[src/rtl/pipe_pkg.sv]
// Shared constants and types for the pipe scroller block.
package pipe_pkg;

  // Every screen coordinate travels as a 10-bit unsigned value.
  localparam int COORD_W = 10;

  // Visible area of the VGA frame.
  localparam int SCREEN_W = 640;
  localparam int SCREEN_H = 480;

  // Game state encoding.
  typedef enum logic [1:0] {
    IDLE = 2'd0,
    RUN  = 2'd1,
    HALT = 2'd2
  } state_t;

  // 16-bit Fibonacci LFSR: seed and feedback taps 16,14,13,11 (bits 15,13,12,10).
  localparam logic [15:0] LFSR_SEED = 16'hACE1;
  localparam logic [15:0] LFSR_TAPS = 16'hB400;

  // XOR of the tapped bits, shifted in at the LSB.
  function automatic logic lfsr_fb(input logic [15:0] q);
    return ^(q & LFSR_TAPS);
  endfunction

endpackage

[src/rtl/pipe_scroller_if.sv]
// Interface bundling the game-control inputs and the pipe/status outputs of
// pipe_scroller. The score signal exists only when SCORE_COUNT_EN is defined.
// Control inputs are plain levels/pulses sampled on every rising clk edge;
// there is no valid/ready handshake: frame_tick is a one-cycle strobe and
// every cycle it is high counts as one tick.
interface pipe_scroller_if;
  import pipe_pkg::*;

  logic                frame_tick;
  logic                start;
  logic                collide;
  logic [COORD_W-1:0]  X_Edge_O1;
  logic [COORD_W-1:0]  X_Edge_O2;
  logic [COORD_W-1:0]  X_Edge_O3;
  logic [COORD_W-1:0]  X_Edge_O4;
  logic [COORD_W-1:0]  Y_Edge_O1;
  logic [COORD_W-1:0]  Y_Edge_O2;
  logic [COORD_W-1:0]  Y_Edge_O3;
  logic [COORD_W-1:0]  Y_Edge_O4;
  logic                running;
  logic                passed;
  state_t              state_dbg;
  logic [15:0]         lfsr_dbg;
`ifdef SCORE_COUNT_EN
  logic [7:0]          score;
`endif

  // Game logic / testbench side.
  modport master (
    output frame_tick, start, collide,
    input  X_Edge_O1, X_Edge_O2, X_Edge_O3, X_Edge_O4,
    input  Y_Edge_O1, Y_Edge_O2, Y_Edge_O3, Y_Edge_O4,
`ifdef SCORE_COUNT_EN
    input  score,
`endif
    input  running, passed, state_dbg, lfsr_dbg
  );

  // pipe_scroller side.
  modport slave (
    input  frame_tick, start, collide,
    output X_Edge_O1, X_Edge_O2, X_Edge_O3, X_Edge_O4,
    output Y_Edge_O1, Y_Edge_O2, Y_Edge_O3, Y_Edge_O4,
`ifdef SCORE_COUNT_EN
    output score,
`endif
    output running, passed, state_dbg, lfsr_dbg
  );

endinterface

[src/rtl/lfsr16.sv]
// Free-running 16-bit Fibonacci LFSR. It steps every cycle outside reset so
// that player timing seeds the gap heights. It cannot reach all-zero from the
// non-zero seed.
module lfsr16
  import pipe_pkg::*;
(
  input  logic        clk,
  input  logic        reset,
  output logic [15:0] q
);

  // Shift left, feedback into bit 0.
  always_ff @(posedge clk) begin
    if (reset) q <= LFSR_SEED;
    else       q <= {q[14:0], lfsr_fb(q)};
  end

endmodule

[src/rtl/pipe_scroller.sv]
// Owns the four pipe obstacles: scrolls them left once per frame, recycles
// each pipe that leaves the left edge to the right-hand end with a random gap,
// freezes on collision and restarts on request.
// Optional feature macro: SCORE_COUNT_EN (adds an 8-bit saturating score).
module pipe_scroller
  import pipe_pkg::*;
#(
  parameter int SCROLL_STEP  = 2,
  parameter int PIPE_SPACING = 160,
  parameter int PIPE_WIDTH   = 80,
  parameter int START_OFS    = 320,
  parameter int GAP_MIN      = 40,
  parameter int GAP_RESET    = 190,
  parameter int BIRD_X       = 320
) (
  input  logic            clk,
  input  logic            reset,
  pipe_scroller_if.slave  bus
);

  localparam logic [COORD_W-1:0] STEP     = COORD_W'(SCROLL_STEP);
  localparam logic [COORD_W-1:0] WRAP_ADD = COORD_W'(4 * PIPE_SPACING - SCROLL_STEP);
  localparam logic [COORD_W-1:0] GAP_LO   = COORD_W'(GAP_MIN);
  localparam logic [COORD_W-1:0] GAP_RST  = COORD_W'(GAP_RESET);
  localparam logic [COORD_W:0]   PW11     = (COORD_W+1)'(PIPE_WIDTH);
  localparam logic [COORD_W:0]   BX11     = (COORD_W+1)'(BIRD_X);

  // Lattice position of pipe i at reset/restart.
  function automatic logic [COORD_W-1:0] home_x(input int i);
    return COORD_W'(START_OFS + i * PIPE_SPACING);
  endfunction

  logic [15:0]        lfsr_q;
  state_t             state_q, state_d;
  logic [COORD_W-1:0] x_q  [4];
  logic [COORD_W-1:0] y_q  [4];
  logic [COORD_W-1:0] x_mv [4];
  logic [COORD_W-1:0] y_mv [4];
  logic [3:0]         pass_vec;
  logic               passed_q;
  logic               do_move;
  logic               reload;

  lfsr16 u_lfsr (
    .clk   (clk),
    .reset (reset),
    .q     (lfsr_q)
  );

  // A collision on a tick cycle halts without moving.
  assign do_move = (state_q == RUN) && bus.frame_tick && !bus.collide;
  assign reload  = (state_q == HALT) && bus.start;

  // State register.
  always_ff @(posedge clk) begin
    if (reset) state_q <= IDLE;
    else       state_q <= state_d;
  end

  // Next-state logic: IDLE -start-> RUN -collide-> HALT -start-> IDLE.
  always_comb begin
    state_d = state_q;
    case (state_q)
      IDLE:    if (bus.start)   state_d = RUN;
      RUN:     if (bus.collide) state_d = HALT;
      HALT:    if (bus.start)   state_d = IDLE;
      default: state_d = IDLE;
    endcase
  end

  // State-decoded outputs.
  always_comb begin
    bus.running   = (state_q == RUN);
    bus.state_dbg = state_q;
  end

  // Candidate move of every lane plus its pass detection at 11 bits.
  always_comb begin
    for (int i = 0; i < 4; i++) begin
      x_mv[i]     = x_q[i];
      y_mv[i]     = y_q[i];
      if (x_q[i] >= STEP) begin
        x_mv[i] = x_q[i] - STEP;
      end else begin
        x_mv[i] = x_q[i] + WRAP_ADD;
        y_mv[i] = GAP_LO + {2'b00, lfsr_q[i +: 8]};
      end
      pass_vec[i] = (({1'b0, x_q[i]} + PW11) >= BX11) &&
                    (({1'b0, x_mv[i]} + PW11) < BX11);
    end
  end

  // Pipe position/gap registers and the one-cycle passed pulse.
  always_ff @(posedge clk) begin
    if (reset || reload) begin
      for (int i = 0; i < 4; i++) begin
        x_q[i] <= home_x(i);
        y_q[i] <= GAP_RST;
      end
      passed_q <= 1'b0;
    end else if (do_move) begin
      for (int i = 0; i < 4; i++) begin
        x_q[i] <= x_mv[i];
        y_q[i] <= y_mv[i];
      end
      passed_q <= |pass_vec;
    end else begin
      passed_q <= 1'b0;
    end
  end

`ifdef SCORE_COUNT_EN
  logic [7:0] score_q;

  // Saturating count of passed pulses, cleared on reset and restart.
  always_ff @(posedge clk) begin
    if (reset || reload)                                 score_q <= 8'd0;
    else if (do_move && (|pass_vec) && score_q != 8'hFF) score_q <= score_q + 8'd1;
  end

  assign bus.score = score_q;
`endif

  assign bus.X_Edge_O1 = x_q[0];
  assign bus.X_Edge_O2 = x_q[1];
  assign bus.X_Edge_O3 = x_q[2];
  assign bus.X_Edge_O4 = x_q[3];
  assign bus.Y_Edge_O1 = y_q[0];
  assign bus.Y_Edge_O2 = y_q[1];
  assign bus.Y_Edge_O3 = y_q[2];
  assign bus.Y_Edge_O4 = y_q[3];
  assign bus.passed    = passed_q;
  assign bus.lfsr_dbg  = lfsr_q;

endmodule

[src/flat_wrapper.sv]
// flat-port wrapper written by rule: the top's interface ports become plain ports
module pipe_scroller_flat import pipe_pkg::*;
#(
  parameter int SCROLL_STEP  = 2,
  parameter int PIPE_SPACING = 160,
  parameter int PIPE_WIDTH   = 80,
  parameter int START_OFS    = 320,
  parameter int GAP_MIN      = 40,
  parameter int GAP_RESET    = 190,
  parameter int BIRD_X       = 320
)
  (clk, reset, bus_frame_tick, bus_start, bus_collide, bus_X_Edge_O1, bus_X_Edge_O2, bus_X_Edge_O3, bus_X_Edge_O4, bus_Y_Edge_O1, bus_Y_Edge_O2, bus_Y_Edge_O3, bus_Y_Edge_O4, bus_running, bus_passed, bus_state_dbg, bus_lfsr_dbg);
  pipe_scroller_if bus_i ();
  input  logic clk;
  input  logic reset;
  input wire logic [$bits(bus_i.frame_tick)-1:0] bus_frame_tick;
  input wire logic [$bits(bus_i.start)-1:0] bus_start;
  input wire logic [$bits(bus_i.collide)-1:0] bus_collide;
  output wire logic [$bits(bus_i.X_Edge_O1)-1:0] bus_X_Edge_O1;
  output wire logic [$bits(bus_i.X_Edge_O2)-1:0] bus_X_Edge_O2;
  output wire logic [$bits(bus_i.X_Edge_O3)-1:0] bus_X_Edge_O3;
  output wire logic [$bits(bus_i.X_Edge_O4)-1:0] bus_X_Edge_O4;
  output wire logic [$bits(bus_i.Y_Edge_O1)-1:0] bus_Y_Edge_O1;
  output wire logic [$bits(bus_i.Y_Edge_O2)-1:0] bus_Y_Edge_O2;
  output wire logic [$bits(bus_i.Y_Edge_O3)-1:0] bus_Y_Edge_O3;
  output wire logic [$bits(bus_i.Y_Edge_O4)-1:0] bus_Y_Edge_O4;
  output wire logic [$bits(bus_i.running)-1:0] bus_running;
  output wire logic [$bits(bus_i.passed)-1:0] bus_passed;
  output wire logic [$bits(bus_i.state_dbg)-1:0] bus_state_dbg;
  output wire logic [$bits(bus_i.lfsr_dbg)-1:0] bus_lfsr_dbg;
  assign bus_i.frame_tick = bus_frame_tick;
  assign bus_i.start = bus_start;
  assign bus_i.collide = bus_collide;
  assign bus_X_Edge_O1 = bus_i.X_Edge_O1;
  assign bus_X_Edge_O2 = bus_i.X_Edge_O2;
  assign bus_X_Edge_O3 = bus_i.X_Edge_O3;
  assign bus_X_Edge_O4 = bus_i.X_Edge_O4;
  assign bus_Y_Edge_O1 = bus_i.Y_Edge_O1;
  assign bus_Y_Edge_O2 = bus_i.Y_Edge_O2;
  assign bus_Y_Edge_O3 = bus_i.Y_Edge_O3;
  assign bus_Y_Edge_O4 = bus_i.Y_Edge_O4;
  assign bus_running = bus_i.running;
  assign bus_passed = bus_i.passed;
  assign bus_state_dbg = bus_i.state_dbg;
  assign bus_lfsr_dbg = bus_i.lfsr_dbg;
  pipe_scroller #(.SCROLL_STEP(SCROLL_STEP), .PIPE_SPACING(PIPE_SPACING), .PIPE_WIDTH(PIPE_WIDTH), .START_OFS(START_OFS), .GAP_MIN(GAP_MIN), .GAP_RESET(GAP_RESET), .BIRD_X(BIRD_X)) u_core (.clk(clk), .reset(reset), .bus(bus_i));
endmodule
[config.mk]
export PLATFORM = sky130hd
export DESIGN_NAME = pipe_scroller_flat
export DESIGN_NICKNAME = d
export VERILOG_FILES = /design/src/rtl/pipe_pkg.sv /design/src/rtl/pipe_scroller_if.sv /design/src/rtl/lfsr16.sv /design/src/rtl/pipe_scroller.sv /design/src/flat_wrapper.sv
export SDC_FILE = /design/constraint.sdc
export NUM_CORES = 1
export LEC_CHECK = 0
export BUFFER_PORTS_ARGS = -buffer_cell sky130_fd_sc_hd__buf_2
export CAP_MARGIN = 15
export CORE_MARGIN = 1.5
export CORE_UTILIZATION = 45
export DETAILED_ROUTE_END_ITERATION = 6
export GPL_TIMING_DRIVEN = 0
export PLACE_DENSITY = 0.68
export SLEW_MARGIN = 10
export SYNTH_ARGS = -nofsm -noshare
export SYNTH_HDL_FRONTEND = slang
export SYNTH_SLANG_ARGS = --single-unit
[constraint.sdc]
create_clock -name clk -period 4.8 [get_ports clk]
set_input_delay 0.24 -clock clk [delete_from_list [all_inputs] [get_ports clk]]
set_output_delay 0.24 -clock clk [all_outputs]
set_load 0.005 [all_outputs]
==> results.cfg <==
[setup_path]
cp_slowest_stage_delay_ns = 0.55
cp_num_cells = 6
cp-startpoint = u_core.bus.state_dbg[0]
cp-endpoint = u_core.x_q[2][9]
endpoint_kind = register
timing.rr.end = u_core.x_q[2][9]
reg2reg_depth = 6
path_max_fanout = 10
crit_arrival_ns = 2.76
critPathLaunchType = register
reg2reg_slack_ns = 2.11
path_class = register to register
path_delay_family = buffers and inverters
cpMaxStageDelayCell = a31oi_1
critPathBufInv = 3
reg2reg_from = u_core.bus.state_dbg[0]
crit_required_ns = 4.87
path_cells = inv_1 > a31oi_1 > nor2b_1 > clkbuf_1 > clkbuf_1 > o311ai_0
crit_top_cell = clkbuf_1

[layout]
post-route-cell-area_sq_mm = 0.00581
drive_gt1_share_pct = 24.9
area_growth_pct = 19.0
final_util_pct = 55.8
fin_cells = 727
finalNetCount = 622
antenna_cells = 0

[synthesis]
ys_types = 51
syn_area_sq_mm = 0.00488
ys_top_cells_by_area = edfxtp_1 44%, ha_1 7.9%, dfxtp_1 7.8%, nor2_1 3.7%, xnor2_1 3.4%
avgSynthCellArea_sq_um = 10.4
ys_seq_area_share_pct = 52.1
synth-async-reset-ratio_pct = 0
ys.flop_type = edfxtp_1
synthMuxAreaShare_pct = 0.820
ys_top_cells_by_count = 72 x edfxtp_1, 48 x nor2_1, 44 x nand2_1
synth_largest_area_cell = edfxtp_1
yosys.area_share.simple_pct = 17.7
synth-compound-area-share_pct = 9.45
synth-seq-cells = 91
synth_adder_area_share_pct = 7.94
netlist_instances = 469
synth-edff-count = 72
ys_warn_count = 0
synth_top_family_by_area = simple AND/OR/NAND/NOR gates
synth_xor_area_share_pct = 6.46
synthMostInstantiatedCell = edfxtp_1
synth_top_area_share_pct = 44.3

[placed_design]
dp.cells = 711
portBuffers = 96
gp_congestion = 0.863
pre_cts_ws_ns = 1.91
place_area_sq_mm = 0.00562
dp_hpwl_microns = 7540

[global_route]
grt_pass1_vias = 3412
grt_pass1_wl_microns = 17000
antenna_found_initial = 0
grtUsageTotal_pct = 19.1
grt_max_degree = 24
grt_overflow_total = 0

[clock_network]
cts_resized = 0
cts_made_buffers = 9
clock-root-buffer = clkbuf_8
cts_tree = done
postCtsSetupBuffers = 0
clockBufferDepth = 2
postCtsHoldBufs = 0
worst_skew_pair.late_latency_ns = 0.37
clock-sinks = 91
htree_num_levels = 3
clkTransAtPathRegs_ns = 0.10

[timing]
slew_viol_final = 0
worst_hold_slack_ns = 0.138
fin_tns_setup_ns = 0
slew_headroom_pct = 46.7
setup_slack_ns = 2.11
fmax_mhz = 371
clock_skew_ns = 0.0105
worst_pin_slew_ns = 0.794
fin_crit_ns = 2.69
rsz0062_at_grt = false
hold_violations = 0
setup_viol = 0
fin_crit_sh_pct = 56.1

[floorplanning]
fp-row-count = 37
die_area_sq_mm = 0.0115
die_w_microns = 107
initial_core_util_pct = 46.9
coreArea_sq_mm = 0.0104
die_h_microns = 107
io_pins = 105

[routing]
drcViolationCount = 0
dr.pass1.iters = 4
routedWlPerCell_microns = 14.2
detail_route.vias_per_cell = 4.98
ant_nets = 0
drtIter0Drc = 188
wl_microns = 10300
num_vias = 3622

[pwr]
p_total_mw = 1.61
ir_drop_mv = 0.140
p_leak_nw = 2.24
power_density_mw_per_mm2 = 276

[outcome]
status = complete, no violations

[min_path]
hp-class = input pin to register

[flow_run]
max_cap_violations = 0
-- per-layer routing --
metal	part of all wire, %	GRT usage, %	routed length, microns	vias to the layer above
li1	-	-	-	1846
met1	47	26.3	4890	1671
met2	47	29.8	4800	91
met3	4.7	4.01	480	14
met4	1.3	6.29	138	0
met5	0	0	0	-
-- registers in the layout, indices dropped and copies added (netlist names) --
name,count
u_core.x_q,36
u_core.bus.passed,1
u_core.y_q,36
u_core.bus.state_dbg,2
u_core.u_lfsr.q,16
-- report_power, final --
part,leakage [nW],total (mW),internal (mW),switching (mW)
logic,1.36,0.182,0.0825,0.0994
clock network,0.0970,0.509,0.203,0.307
registers,0.788,0.914,0.880,0.0339
total,2.24,1.61,1.17,0.440
-- worst min-delay path by stage --
stage / end / slack, ns / depth (start not counted) / start
floorplan: u_core.u_lfsr.q[12] / 0.31 / 1 / reset
global placement: u_core.u_lfsr.q[15] / 0.41 / 1 / u_core.u_lfsr.q[14]
detailed placement: u_core.u_lfsr.q[15] / 0.43 / 1 / u_core.u_lfsr.q[14]
CTS: u_core.bus.state_dbg[1] / 0.13 / 3 / bus_collide
global route: u_core.u_lfsr.q[1] / 0.16 / 2 / reset
finish: u_core.bus.state_dbg[1] / 0.14 / 3 / bus_collide
-- logic make-up after synthesis --
family	after synthesis
compound gates	75
other cells	1
buf+inv	57
mux	4
flops	91
simple gates	174
fa+ha+maj	31
xor+xnor	36
-- cell usage in the layout (no fill, tap or decap), types with 18 or more instances in the layout --
cell	synthesis	final
nand2_1	44	43
nor3_1	18	18
buf_2	1	97
inv_1	30	30
a21oi_1	26	26
nor2_1	48	48
edfxtp_1	72	72
xnor2_1	19	19
ha_1	31	31
dfxtp_1	19	19
-- worst min-delay path: cells and delay by family --
| family | cells | cell delay (ns) |
|---|---|---|
| AOI/OAI and AO/OA | 1 | 0.06 |
| buffers and inverters | 1 | 0.10 |
| and+or+nand+nor | 1 | 0.08 |
-- area by class of cell --
| type | instances | area [sq um] |
|---|---|---|
| timing repair buffer | 99 | 523 |
| inverter | 30 | 113 |
| clock buffer | 9 | 124 |
| tap | 136 | 170 |
| sequential | 91 | 2540 |
| fill | 943 | 4610 |
| buffer | 27 | 155 |
| clock inverter | 7 | 70.1 |
| multi-input combinational | 328 | 2110 |
(Power assumes the default switching activity.)
